--- config.mk ---
export PLATFORM = sky130hd
export DESIGN_NAME = serial_adder_ctrl
export DESIGN_NICKNAME = d
export VERILOG_FILES = /design/src/rtl/serial_adder_ctrl_pkg.sv /design/src/rtl/serial_adder_ctrl_full_adder.sv /design/src/rtl/serial_adder_ctrl.sv
export SDC_FILE = /design/constraint.sdc
export NUM_CORES = 1
export LEC_CHECK = 0
export ABC_CLOCK_PERIOD_IN_PS = 1300
export CAP_MARGIN = 40
export CORE_MARGIN = 1.5
export CORE_UTILIZATION = 45
export DETAILED_ROUTE_END_ITERATION = 10
export PLACE_DENSITY = 0.74
export SLEW_MARGIN = 20
export SYNTH_ARGS = -nofsm -noshare
export SYNTH_HDL_FRONTEND = slang
export SYNTH_SLANG_ARGS = --single-unit
--- constraint.sdc ---
create_clock -name clk -period 1.3 [get_ports clk]
set_clock_uncertainty 0.15 [all_clocks]
set_input_delay 0.26 -clock clk [delete_from_list [all_inputs] [get_ports clk]]
set_output_delay 0.26 -clock clk [all_outputs]
set_load 0.01 [all_outputs]
--- src/rtl/serial_adder_ctrl_pkg.sv ---
// Shared types and constants for the bit-serial adder controller.
package serial_adder_ctrl_pkg;

  localparam int unsigned DEFAULT_WIDTH = 8;

  typedef enum logic [1:0] {
    IDLE = 2'd0,
    RUN  = 2'd1,
    FIN  = 2'd2
  } state_t;

  // Bit counter must hold 0..width without wrapping.
  function automatic int unsigned cnt_width(input int unsigned width);
    return $clog2(width + 1);
  endfunction

endpackage

--- src/rtl/serial_adder_ctrl_full_adder.sv ---
// One-bit full adder composed of two half adders and an OR of their carries.
module full_adder_ha (
  input  logic a,
  input  logic b,
  input  logic ci,
  output logic s,
  output logic co
);

  logic ha0_s;
  logic ha0_c;
  logic ha1_c;

  // First half adder on the operand bits, second folds in the carry.
  always_comb begin
    ha0_s = a ^ b;
    ha0_c = a & b;
    s     = ha0_s ^ ci;
    ha1_c = ha0_s & ci;
    co    = ha0_c | ha1_c;
  end

endmodule

--- src/rtl/serial_adder_ctrl.sv ---
// Bit-serial adder: {cout,s} = a + b + cin, one bit per clock, LSB first.
module serial_adder_ctrl
  import serial_adder_ctrl_pkg::*;
#(
  parameter int unsigned WIDTH = DEFAULT_WIDTH
) (
  input  logic             clk,
  input  logic             rst_n,
  input  logic             start,
  input  logic [WIDTH-1:0] a,
  input  logic [WIDTH-1:0] b,
  input  logic             cin,
  output logic             busy,
  output logic             done,
  output logic [WIDTH-1:0] s,
  output logic             cout
);

  localparam int unsigned     CW   = cnt_width(WIDTH);
  localparam logic [CW-1:0]   LAST = CW'(WIDTH - 1);

  state_t           state;
  state_t           state_nxt;
  logic [WIDTH-1:0] a_sh;
  logic [WIDTH-1:0] b_sh;
  logic             carry;
  logic [CW-1:0]    cnt;
  logic             load_c;
  logic             step_c;
  logic             last_c;
  logic             sum_bit;
  logic             carry_bit;

  full_adder_ha u_fa (
    .a  (a_sh[0]),
    .b  (b_sh[0]),
    .ci (carry),
    .s  (sum_bit),
    .co (carry_bit)
  );

  // Next-state and datapath control decode.
  always_comb begin
    state_nxt = state;
    load_c    = 1'b0;
    step_c    = 1'b0;
    last_c    = (cnt == LAST);
    case (state)
      IDLE: begin
        if (start) begin
          load_c    = 1'b1;
          state_nxt = RUN;
        end
      end
      RUN: begin
        step_c = 1'b1;
        if (last_c) state_nxt = FIN;
      end
      FIN:     state_nxt = IDLE;
      default: state_nxt = IDLE;
    endcase
  end

  // State register with status flags registered from the next state.
  always_ff @(posedge clk or negedge rst_n) begin
    if (!rst_n) begin
      state <= IDLE;
      busy  <= 1'b0;
      done  <= 1'b0;
    end else begin
      state <= state_nxt;
      busy  <= (state_nxt == RUN);
      done  <= (state_nxt == FIN);
    end
  end

  // Operand capture, serial shift, carry and result registers.
  always_ff @(posedge clk or negedge rst_n) begin
    if (!rst_n) begin
      a_sh  <= '0;
      b_sh  <= '0;
      carry <= 1'b0;
      cnt   <= '0;
      s     <= '0;
      cout  <= 1'b0;
    end else if (load_c) begin
      a_sh  <= a;
      b_sh  <= b;
      carry <= cin;
      cnt   <= '0;
    end else if (step_c) begin
      a_sh  <= {1'b0, a_sh[WIDTH-1:1]};
      b_sh  <= {1'b0, b_sh[WIDTH-1:1]};
      s     <= {sum_bit, s[WIDTH-1:1]};
      carry <= carry_bit;
      cnt   <= cnt + CW'(1);
      if (last_c) cout <= carry_bit;
    end
  end

endmodule

# ---- Word-level counts from Yosys, hierarchy flattened
# Cells that the tools add are included.
dict set report word_totals {
  ff_bits 34
  input_bits 20
  word_cells 38
}
dict set report classes {
  add_sub_neg 1
  eq_ne 4
  mux 14
  n_bitwise 6
  reduce_logical 4
}
# cell count
set op_table {}
lappend op_table {{two-way mux 8 bit} 4}
lappend op_table {{two-way mux 4 bit} 2}
lappend op_table {{two-way mux 1 bit} 5}
lappend op_table {{adder 4 x 1 -> 4 bit, second input constant} 1}
lappend op_table {{equality test 2 x 1 -> 1 bit, second input constant} 2}
lappend op_table {{equality test 4 x 3 -> 1 bit, second input constant} 1}
lappend op_table {{two-way mux 2 bit} 2}
lappend op_table {{one-hot mux 2 bit (2 select lines)} 1}
lappend op_table {{AND reduction 3 bit} 1}
lappend op_table {{bitwise AND 1 bit} 2}
lappend op_table {{equality test 2 bit, second input constant} 1}
lappend op_table {{zero test 2 bit} 1}
lappend op_table {{AND reduction 2 bit} 1}
lappend op_table {{nonzero test 2 bit} 1}
lappend op_table {{bitwise XOR 1 bit} 2}
lappend op_table {{inverter 1 bit} 1}
lappend op_table {{bitwise OR 1 bit} 1}

# ---- Logic depth before layout (Yosys ltp)
# Gate-level depths: netlist (run 1).
dict set report depth {
  word_depth 5
  ltp_mapped 5
  depth_no_buf 4
}

# ---- Hierarchy
# Synthesis (run 1) repeated with hierarchy kept, for this count alone.
dict set report hier_totals {
  hier_cells 143
  hier_area_um2 1460.2
}
# mod instances cells_per_inst area_each_um2 seq_area_each_um2
set modules_own_cells {}
lappend modules_own_cells {serial_adder_ctrl 1 142 1440.1 850.8}
lappend modules_own_cells {full_adder_ha 1 1 20.0 0.0}

# ---- Least setup slack after synthesis (run 1)
# No wires, ideal clock.
dict set report synth_timing {
  kind {register to register}
  start {register cnt[0]}
  end {register cout}
  setup_ns 0.128
  arrival_time_ns 1.123
  required_time_ns 1.022
  path_slack_ns -0.101
  path_stages_with_launch 5
  period_less_slack_ns 1.401
  cell_sequence {dfrtp_1 ha_1 nand2_1 nor3_2 mux2_1}
}
dict set report synth_between {
  elab_chain_cells 2
}
# item line
set synth_lines {}
lappend synth_lines {{from (decl)} serial_adder_ctrl.sv:27} ;# logic [CW-1:0] cnt;
lappend synth_lines {{from (signal assigned)} serial_adder_ctrl.sv:96} ;# cnt <= cnt + CW'(1);
lappend synth_lines {{equality test 4 x 3 -> 1 bit} serial_adder_ctrl.sv:47} ;# last_c = (cnt == LAST);
lappend synth_lines {{AND reduction 3 bit (no source line)} --}
lappend synth_lines {{to (signal assigned)} serial_adder_ctrl.sv:97} ;# if (last_c) cout <= carry_bit;
lappend synth_lines {{to (decl)} serial_adder_ctrl.sv:16} ;# output logic cout
# Every way passes these cells.
# A chain may end at the register's enable or synchronous reset.

# ---- Worst setup path after layout (run 1)
# Ends and elaborated chain as after synthesis.

==> flow_summary.json, run 1 <==
{
  "power.switching_w": 0.00241,
  "yosysWarnings": 0,
  "setup_ws_ns": -0.176,
  "drt_wl_total_um": 4830,
  "p_total_w": 0.00605,
  "drive_above_1_share_pct": 52.6,
  "seq_area_sq_um": 851,
  "maxSlewHeadroom_pct": 72.5,
  "internal_power_w": 0.00364,
  "synthAdderAreaFrac_pct": 2.18,
  "cts_num_sinks": 34,
  "synthSimpleGateAreaFrac_pct": 16.9,
  "antenna_cells": 0,
  "cp-start-kind": "flip-flop",
  "switching_share_pct": 39.9,
  "ys_ff_latch": 34,
  "hold_class": "in2async",
  "tritoncts": "built",
  "crit_fanout": 2,
  "core-area_sq_um": 3100,
  "drv_cap": 0,
  "synth_mux_area_share_pct": 1.43,
  "initial_utilization_pct": 48.1,
  "synth_xor_area_share_pct": 0,
  "ys_types": 26,
  "cts_root_buffer": "clkbuf_4",
  "violations": "setup timing",
  "slew_viol_final": 0,
  "syn_avg_cell_area_sq_um": 10.1,
  "chipWidth_um": 60.6,
  "grt_first_pass_wirelength_um": 5740,
  "rsz0062_at_grt": "yes",
  "netlist_instances": 148,
  "synth_top_family_by_area": "compound AO/OA/AOI/OAI gates",
  "grt_pass1_vias": 1356,
  "dr.pass1.iters": 4,
  "finalHoldViolations": 0,
  "grt_util_all_layers_pct": 21.3,
  "drt_iter0_markers": 70,
  "drt-vias-per-instance": 5.42,
  "routabilityCongestion": 0.817,
  "fillCellCount": 180,
  "overflow": 0,
  "drt-wirelength-per-cell_um": 17.5,
  "place_inst": 245,
  "cts_buffers": 5,
  "setup_viol": 34,
  "worst_pin_slew_ns": 0.412,
  "combPwrFrac_pct": 59.1,
  "clk_pin_slew_ns": 0.11,
  "area_delta_synth_final_pct": 70.9,
  "synth-compound-area-share_pct": 18.9,
  "die_area_sq_um": 3670,
  "peakVddDrop_uv": 1410,
  "drtAntennaViolNets": 0,
  "num_vias": 1496,
  "synthArstFlopShare_pct": 100,
  "ys.flop_type": "dfrtp_1",
  "synth-edff-count": 0,
  "powerDensity_nw_per_um2": 2370,
  "clkLatencyLatePin_ns": 0.35,
  "status": "finished with violations",
  "post-route-min-period_ns": 1.48,
  "antenna_found_initial": 0,
  "leakagePower_nw": 1.26,
  "fin_nets": 253,
  "critPathRequiredTime_ns": 1.40,
  "fp.dieH_um": 60.6,
  "io_buffers": 30,
  "fin_cells": 276,
  "dpl.hpwl_um": 2450,
  "ys_seq_area_share_pct": 57.0,
  "critPathKind": "reg2reg",
  "rows": 20,
  "htreeDepth": 2,
  "critPathArrivalTime_ns": 1.57,
  "fmax_ghz": 0.677,
  "drc": 0,
  "multi_input_area_sq_um": 823,
  "post-route-period-util_pct": 114,
  "cts_max_path_buffers": 2,
  "post-route-util_pct": 82.1,
  "grt_max_degree": 35,
  "fin_tns_setup_ns": -1.81,
  "syn_area_sq_um": 1490,
  "end_kind": "flip-flop",
  "hold-worst-slack_ns": 0.124,
  "syn-num-nets": 170,
  "boundaryPins": 31,
  "pwr-share-seq_pct": 30.2,
  "clock_power_share_pct": 10.6
}
[layout by cell type, fill, tap and decap left out, types with 2 or more instances in the layout]
cell type,n
buf_4,39
dfrtp_1,34
nand2_1,18
clkdlybuf4s50_1,18
nand2_2,12
buf_6,12
o21ai_1,11
buf_2,10
nand2_4,9
a22oi_1,9
nor2b_1,6
a22oi_2,6
o21ai_2,6
clkbuf_4,5
a21oi_2,4
a21oi_1,4
nor2b_4,3
buf_12,3
o21bai_4,2
nand3_1,2
[area by class of cell]
type                            count  share of cell area [%]
Timing Repair Buffer               84                    29.5
Clock buffer                        6                    2.01
Inverter                            1                   0.147
Multi-Input combinational cell    105                    32.3
Tap cell                           44                    2.16
Clock inverter                      2                   0.491
Sequential cell                    34                    33.4
[synthesized netlist by cell type, drive strengths merged, types with 2 or more instances]
master,number,area [sq um]
nand2,39,146
dfrtp,34,851
o21ai,18,90.1
a22oi,15,113
nor2b,9,66.3
a21oi,8,40.0
buf,6,37.5
clkbuf,3,12.5
nand3,2,10.0
nor2,2,7.51
nor3,2,15.0
[flip-flops by register name, summed over array words and instances, names as in the netlist]
| signal | count |
|---|---|
| a_sh | 8 |
| b_sh | 8 |
| s | 8 |
| cnt | 4 |
| state | 2 |
| busy | 1 |
| carry | 1 |
| cout | 1 |
| done | 1 |
[power by group through the flow]
stage	Combinational [W]	Sequential, W	Clock (W)
final	0.00358	0.00183	0.000643
after global routing	0.00382	0.00186	0.000702
after CTS	0.00251	0.00173	0.000639
after detailed placement	0.00238	0.00177	0
after global placement	0.00229	0.00174	0
after floorplan	0.00105	0.00182	0
[repair_timing]
action / 4_1_cts / 5_1_grt
pin swaps: 4 / 28
resized for setup: 63 / 70
endpoints found under the hold margin: 0 / 0
setup endpoints to repair: 40 / 39
hold buffers: 0 / 0
cloned: 0 / 4
buffers inserted: 9 / 10
[critical path, cell delays in order, from the launching register on]
cell	delay (ns)
dfrtp_1	0.39
ha_2	0.22
nand2_4	0.07
nor3_4	0.23
mux2_4	0.32
[stage by stage]
step	instance area, sq um	setup slack, ns
floorplan	1500	-0.0390
global placement	2080	-0.401
detailed placement	2080	-0.419
CTS	2180	-0.0871
global route	2550	-0.210
finish	2550	-0.176
[kinds of logic after synthesis]
group / count (synthesis)
simple gates: 55
compound gates: 45
flops: 34
buf+inv: 10
mux: 2
fa+ha+maj: 2
[path summary, 6_finish.rpt]
| path | start | to | slack, ns | cells past startpoint |
|---|---|---|---|---|
| max | cnt[0]$_DFFE_PN0P_ | cout$_DFFE_PN0P_ | -0.18 | 4 |
| min | rst_n | s[2]$_DFFE_PN0P_ | 0.12 | 2 |
| max reg2reg | cnt[0]$_DFFE_PN0P_ | cout$_DFFE_PN0P_ | -0.18 | 4 |
| min reg2reg | s[0]$_DFFE_PN0P_ | s[0]$_DFFE_PN0P_ | 0.36 | 2 |
| max in group asynchronous | rst_n | state[1]$_DFF_PN0_ | 0.69 | 2 |
| min in group clk | s[0]$_DFFE_PN0P_ | s[0]$_DFFE_PN0P_ | 0.36 | 2 |
[layer usage]
metal  part of all wire, %  track usage, %
met1                    38            24.7
met2                    55            36.9
met3                   4.2            6.61
met4                   2.5            8.39
met5                     0               0
Note: power is estimated with default switching activity, not from simulation.
==> run 2: changes to the inputs <==
--- a/config.mk
+++ b/config.mk
@@ -7,7 +7,6 @@
 export LEC_CHECK = 0
 export ABC_CLOCK_PERIOD_IN_PS = 1300
 export CAP_MARGIN = 40
-export CORE_MARGIN = 1.5
 export CORE_UTILIZATION = 45
 export DETAILED_ROUTE_END_ITERATION = 10
 export PLACE_DENSITY = 0.74
==> run 2 against run 1 <==
The run still ends with setup timing left. Count of clock-buffer cells in the layout is the same. Non-clock buffer count shrank 7. Die area down 3.3%. Routed wire length down 4.4%. Final cell count down 2.9%. Critical path type unchanged. Largest cell class unchanged.
==> flow_summary.json, run 2 (synthesis results as in run 1) <==
{
  "clock_power_share_pct": 13.1,
  "peakVddDrop_uv": 1090,
  "grt_first_pass_wirelength_um": 6140,
  "drv_cap": 0,
  "rsz0062_at_grt": "yes",
  "cts_buffers": 5,
  "dpl.hpwl_um": 2600,
  "critPathRequiredTime_ns": 1.36,
  "switching_share_pct": 39.4,
  "leakagePower_nw": 1.26,
  "status": "finished with violations",
  "tritoncts": "built",
  "end_kind": "flip-flop",
  "cts_root_buffer": "clkbuf_4",
  "final_cell_mix": "buf_4 (35), dfrtp_1 (34), clkdlybuf4s50_1 (18), nand2_1 (16), a22oi_1 (13)",
  "seq_area_sq_um": 851,
  "path_cells": "ha_2 > nand2_2 > nor3_4 > mux2_4",
  "cts_max_path_buffers": 2,
  "slew_viol_final": 0,
  "cts_hold_buf": 0,
  "io_buffers": 30,
  "critPathKind": "reg2reg",
  "grt_pass1_vias": 1398,
  "p_total_w": 0.00606,
  "finalHoldViolations": 0,
  "slowest_stage": "dfrtp_1",
  "clkLatencyLatePin_ns": 0.33,
  "drc": 0,
  "grt_max_degree": 35,
  "antenna_found_initial": 0,
  "antenna_cells": 0,
  "rows": 20,
  "die_area_sq_um": 3550,
  "grt_util_all_layers_pct": 23.8,
  "cts_num_sinks": 34,
  "fillCellCount": 192,
  "crit_fanout": 2,
  "powerDensity_nw_per_um2": 2420,
  "num_vias": 1470,
  "htreeDepth": 2,
  "post-route-util_pct": 80.7,
  "routabilityCongestion": 0.814,
  "worst-r2r-cell-count": 4,
  "core-area_sq_um": 3100,
  "layout_commonest_cell": "buf_4",
  "fmax_ghz": 0.677,
  "top_regs": "a_sh (8), b_sh (8), s (8)",
  "pwr-share-seq_pct": 30.1,
  "drive_above_1_share_pct": 52.2,
  "drt_iter0_markers": 68,
  "cp-start-kind": "flip-flop",
  "maxSlewHeadroom_pct": 78.0,
  "combPwrFrac_pct": 56.8,
  "setup_viol": 28,
  "drtAntennaViolNets": 0,
  "cpPeakStageDelay_ns": 0.39,
  "initial_utilization_pct": 48.1,
  "drt-vias-per-instance": 5.49,
  "clk_pin_slew_ns": 0.11,
  "rrSetupSlack_ns": -0.18,
  "worst_pin_slew_ns": 0.329,
  "hold_class": "in2async",
  "chipWidth_um": 59.6,
  "drt_wl_total_um": 4620,
  "multi_input_area_sq_um": 832,
  "post-route-period-util_pct": 114,
  "area_delta_synth_final_pct": 68.0,
  "critPathArrivalTime_ns": 1.54,
  "fin_nets": 246,
  "r2r_start": "cnt[0]$_DFFE_PN0P_",
  "drt-wirelength-per-cell_um": 17.3,
  "overflow": 0,
  "setup_ws_ns": -0.176,
  "fp.dieH_um": 59.6,
  "boundaryPins": 31,
  "timing.rr.end": "cout$_DFFE_PN0P_",
  "violations": "setup timing",
  "internal_power_w": 0.00367,
  "dr.pass1.iters": 4,
  "power.switching_w": 0.00238,
  "post-route-min-period_ns": 1.48
}
[run 2: cell types whose count changed in the layout (fill, tap and decap cells not counted), moves of 2 or more]
cell and delta:
nand2_4 +3, o21ai_2 +2, a22oi_2 -4, buf_6 -4, nand2_1 -2, buf_4 -4
a21oi_2 +4, a21oi_1 -4, a22oi_1 +4
[run 2: through the flow]
| stage | instances | hold slack [ns] | TNS [ns] | cell area (sq um) | setup slack [ns] |
|---|---|---|---|---|---|
| finish | 268 | 0.136 | -1.95 | 2500 | -0.176 |
| global route | 268 | 0.134 | -3.09 | 2500 | -0.216 |
| CTS | 258 | 0.147 | -1.27 | 2190 | -0.109 |
| detailed placement | 245 | 0.308 | -7.96 | 2080 | -0.408 |
| global placement | 245 | 0.300 | -7.19 | 2080 | -0.383 |
| floorplan | 148 | -0.186 | -0.0390 | 1500 | -0.0390 |
[run 2: repair_timing]
| action | in CTS | in global routing |
|---|---|---|
| pin swaps | 1 | 27 |
| resized for setup | 65 | 70 |
| cloned | 1 | 2 |
| setup buffers | 5 | 8 |
| endpoints found under the setup margin | 42 | 38 |
[run 2: routing by layer]
layer,global-route usage [%],wire (um),up-vias
li1,-,-,668
met1,27.6,1850,734
met2,43.2,2430,53
met3,4.15,215,15
met4,9.97,122,0
met5,0,0,-
[run 2: power groups by stage]
stage / registers [W] / clock network [W] / logic [W]
floorplan: 0.00182 / 0 / 0.00105
global route: 0.00187 / 0.000842 / 0.00363
finish: 0.00182 / 0.000793 / 0.00344
global placement: 0.00174 / 0 / 0.00228
detailed placement: 0.00176 / 0 / 0.00240
CTS: 0.00173 / 0.000798 / 0.00250
[run 2: critical path, delay by kind of cell (launching register included)]
family / cells / cell delay [ns]
AND/OR/NAND/NOR: 2 / 0.31
adder cells (fa/ha/maj): 1 / 0.21
multiplexers: 1 / 0.31
flip-flops: 1 / 0.39
[run 2: worst max path at each step]
stage / slack, ns / from / to / cells after the start
2_1_floorplan: -0.04 / cnt[0]$_DFFE_PN0P_ / cout$_DFFE_PN0P_ / 4
3_3_place_gp: -0.38 / start / a_sh[7]$_DFFE_PN0P_ / 4
3_5_place_dp: -0.41 / start / a_sh[3]$_DFFE_PN0P_ / 4
4_1_cts: -0.11 / state[1]$_DFF_PN0_ / cout$_DFFE_PN0P_ / 3
5_1_grt: -0.22 / cnt[0]$_DFFE_PN0P_ / cout$_DFFE_PN0P_ / 4
6_report: -0.18 / cnt[0]$_DFFE_PN0P_ / cout$_DFFE_PN0P_ / 4
[run 2: area by class of cell]
class,count,share of cell area (%)
clock inverters,1,1.20
inverters,1,0.150
flip-flops and latches,34,34.0
repair buffers,77,27.2
clock buffers,6,2.05
well taps,44,2.20
multi-input cells,105,33.2
==> patch 1 (flow settings as in run 2) <==
Set the package constant `DEFAULT_WIDTH` to 10 (it was 8).
--- a/src/rtl/serial_adder_ctrl_pkg.sv
+++ b/src/rtl/serial_adder_ctrl_pkg.sv
@@ -1,7 +1,7 @@
 // Shared types and constants for the bit-serial adder controller.
 package serial_adder_ctrl_pkg;
 
-  localparam int unsigned DEFAULT_WIDTH = 8;
+  localparam int unsigned DEFAULT_WIDTH = 10;
 
   typedef enum logic [1:0] {
     IDLE = 2'd0,
Interface: changed (resized a, b and s); port bits go from 31 to 37. The function was not compared with the original's and may differ.
==> patch 1 against run 2 <==
The run still ends with setup timing left; highest routed layer unchanged; setup slack better by 39 ps; area after synthesis rose by 20%; combinational power is 28% lower; count of clock-buffer cells in the layout rose by 2; power decreased by 13%; sequential cell count rose by 6; final area grew 2.8%; routed wire length fell by 12%.
==> patch 1: results (changes against run 2) <==
metric;value;unit;change
outcome;finished with violations;;
failing checks;setup timing;;
count of unique library cells instantiated by Yosys;27;;+3.8%
total combinational power;2.47;mW;-28%
Fillers;289;;+51%
half-perimeter wire length after placement;2.91;mm;+12%
share of synthesized cell area in full adder, half adder and majority cells;2.52;%;+0.34 points
fraction of layout cells with a size suffix above 1;30.5;%;-22 points
worst setup timing slack at the placement stage;-394;ps;+13.8 ps
routability cong.;0.833;;+2.3%
number of design-rule violations left by the first detailed-router iteration;48;;-29%
via count of the first global-routing pass;1508;;+7.9%
CTS Root Cell;clkbuf_8;;
input/output buffers;36;;+20%
multiplexer area fraction after synthesis;0.630;%;-0.80 points
maximum number of pins on one net before global-route repair;41;;+17%
part of the Yosys area used for sequential elements;56.0;%;-1.0 points
top post-synthesis cells by count;48 x nand2_1, 40 x dfrtp_1, 19 x a22oi_1, 19 x o21ai_0, 7 x a21oi_1;;
worst slew margin relative to its limit;83.5;%;+5.5 points
WP data arrival;1470;ps;-70 ps
count of cells along the worst register-to-register path;5;;+1
wire length of the first global-routing pass;6.98;mm;+14%
Setup violations, final;31;;+11%
Layout Nets;275;;+12%
area fraction in compound gates after synthesis;20.0;%;+1.1 points
Regs by FF count;a_sh (10), b_sh (10), s (10);;
total power;5.30;mW;-13%
cell internal power dissipation;3.40;mW;-7.5%
DR pass1 iterations;5;;+1
final worst slack;-137;ps;+39.4 ps
patch 1: layer usage:
layer	vias to the layer above	GRT usage [%]	routed length, microns
met5	-	0	0
met4	0	6.52	53
met3	6	5.81	242
met2	46	37.9	2100
met1	750	27.5	1670
li1	754	-	-
patch 1: cell families (layout without fill, tap and decap cells):
kind of cell	Yosys count	count (layout)
adder cells (fa/ha/maj)	3	3
AND/OR/NAND/NOR	62	62
multiplexers	1	1
buffers and inverters	16	88
flip-flops	40	40
AO/OA/AOI/OAI	55	55
patch 1: repair_timing:
action | CTS | global route
hold endpoints to repair | 40 | 0
setup endpoints to repair | 51 | 42
setup buffers | 4 | 0
gates resized for setup | 63 | 12
hold buffers | 1 | 0
pin swaps | 3 | 6
cloned | 0 | 0
patch 1: cell type report:
| type | count | share of cell area (%) |
|---|---|---|
| Clock buffer | 8 | 3.50 |
| Inverter | 5 | 0.729 |
| Multi-Input combinational cell | 121 | 29.7 |
| Sequential cell | 40 | 38.9 |
| Tap cell | 48 | 2.33 |
| Timing Repair Buffer | 75 | 24.9 |
patch 1: worst max-delay path by stage:
stage,startpoint,to,slack [ps],cells after the start
floorplan,cnt[1],cout,-120,5
finish,cnt[1],cout,-140,5
global route,cnt[1],cout,-210,5
detailed placement,start,a_sh[5],-390,5
CTS,cnt[1],cout,-140,5
global placement,start,b_sh[7],-330,5
patch 1: critical path, stage by stage (launching register included):
cell,delay [ps]
dfrtp_1,390
inv_2,70
ha_4,140
nand2_4,50
nor3_4,200
mux2_4,320
patch 1: through the flow:
stage	std cells	area [sq um]
floorplan	177	1800
global placement	285	2450
detailed placement	285	2450
CTS	298	2560
global route	297	2580
finish	297	2580
==> patch 2 (settings of run 2) <==
Without the edit above. Register the output `s` once more, cleared by the reset; this adds one clock of latency there. The other outputs are not delayed to match.
--- a/src/rtl/serial_adder_ctrl.sv
+++ b/src/rtl/serial_adder_ctrl.sv
@@ -18,6 +18,8 @@
 
   localparam int unsigned     CW   = cnt_width(WIDTH);
   localparam logic [CW-1:0]   LAST = CW'(WIDTH - 1);
+
+  logic [WIDTH-1:0] s_s0;
 
   state_t           state;
   state_t           state_nxt;
@@ -81,7 +83,7 @@
       b_sh  <= '0;
       carry <= 1'b0;
       cnt   <= '0;
-      s     <= '0;
+      s_s0  <= '0;
       cout  <= 1'b0;
     end else if (load_c) begin
       a_sh  <= a;
@@ -91,12 +93,20 @@
     end else if (step_c) begin
       a_sh  <= {1'b0, a_sh[WIDTH-1:1]};
       b_sh  <= {1'b0, b_sh[WIDTH-1:1]};
-      s     <= {sum_bit, s[WIDTH-1:1]};
+      s_s0  <= {sum_bit, s_s0[WIDTH-1:1]};
       carry <= carry_bit;
       cnt   <= cnt + CW'(1);
       if (last_c) cout <= carry_bit;
     end
   end
 
+  always_ff @(posedge clk or negedge rst_n) begin
+    if (!rst_n) begin
+      s <= '0;
+    end else begin
+      s <= s_s0;
+    end
+  end
+
 endmodule
 
Function: changed (Yosys sat finds a counterexample within 4 cycles, from zero or initial values and one cycle with rst_n low).
==> patch 2 against run 2 <==
The run still ends with setup timing left; routed wire length shrank 8.0%; final area grew 3.3%; critical path depth is the same; maximum frequency grew 3.6%; sequential cell count grew 8; count of clock-buffer cells in the layout is the same; global-route usage shrank 2.2 points; non-clock buffer count shrank 12; power grew 0.98%; setup slack gained 51 ps; area after synthesis grew 13%; combinational power shrank 12%; via count shrank 0.34%; critical endpoint unchanged.
==> patch 2: results (changes against run 2) <==
metric;value;unit;change
half-perimeter wire length after placement;2.35;mm;-9.5%
fraction of layout cells with a size suffix above 1;40.4;%;-12 points
clock input transition at the sequential cells of the worst setup and hold paths;80;ps;-30 ps
proportion of final cell area spent on non-clock buffers;22.7;%;-4.5 points
CTS Root Cell;clkbuf_8;;
crit path max fanout;5;;+3
worst setup timing slack at the placement stage;-493;ps;-85.9 ps
multiplexer area fraction after synthesis;1.26;%;-0.16 points
total number of multi-input combinational cells;107;;+1.9%
routability cong.;0.782;;-4.0%
final worst slack;-125;ps;+50.8 ps
Sequential Power;2.22;mW;+22%
most area-consuming cells after synthesis;dfrtp_1 62%, nand2_1 8.7%, a22oi_1 6.7%;;
Hold/Removal Path Class;register to register;;
Multi-input gate area;791;sq um;-5.0%
met3 track demand over resource in global routing;5.80;%;+1.6 points
Routed met1 length;1.76;mm;-4.9%
outcome;finished with violations;;
final routed wire length divided by cell count;15.8;microns;-8.3%
maximum number of pins on one net before global-route repair;43;;+23%
top post-synthesis cells by count;42 x dfrtp_1, 39 x nand2_1, 18 x o21ai_0;;
Buffers excl. clock;65;;-16%
part of the Yosys area used for sequential elements;62.4;%;+5.4 points
Layout Nets;244;;-0.81%
via count of the first global-routing pass;1389;;-0.64%
share of synthesized cell area in full adder, half adder and majority cells;1.93;%;-0.25 points
wire length of the first global-routing pass;6.58;mm;+7.1%
Post-Synthesis Net Count;178;;+4.7%
Storage cell area;1050;sq um;+24%
vias after detailed routing;1465;;-0.34%
failing checks;setup timing;;
area fraction in compound gates after synthesis;16.7;%;-2.2 points
worst-case vdd ir drop;938;uV;-14%
total power;6.11;mW;+0.98%
number of design-rule violations left by the first detailed-router iteration;88;;+29%
worst-margin pin slew;456;ps;+126 ps
Setup violations, final;21;;-25%
CP startpoint;state[0];;
patch 2: changes by cell type after synthesis:
cell / change
buf_2: +1
nor2b_4: -1
buf_4: -1
dfrtp_1: +8
nor2b_2: +1
patch 2: per-stage QoR:
| step | hold slack [ps] | cells | setup TNS [ps] | area (sq um) |
|---|---|---|---|---|
| final | 235 | 269 | -631 | 2590 |
| after floorplan | -186 | 156 | -39.0 | 1690 |
| after global placement | 97.3 | 245 | -9140 | 2190 |
| after global routing | 250 | 269 | -1430 | 2590 |
| after detailed placement | 102 | 245 | -10330 | 2190 |
| after CTS | 239 | 263 | -271 | 2410 |
patch 2: repair_timing:
item,4_1_cts,5_1_grt
hold buffers,1,0
cloned,2,2
pin swaps,5,17
setup endpoints to repair,43,42
setup buffers,7,5
gates resized for setup,49,54
hold endpoints to repair,42,0
patch 2: worst max-delay path: stages, from the launching register on:
cell and delay (ps):
dfrtp_2 450, buf_6 140, nand2b_4 60, nor3_4 200, mux2_4 320
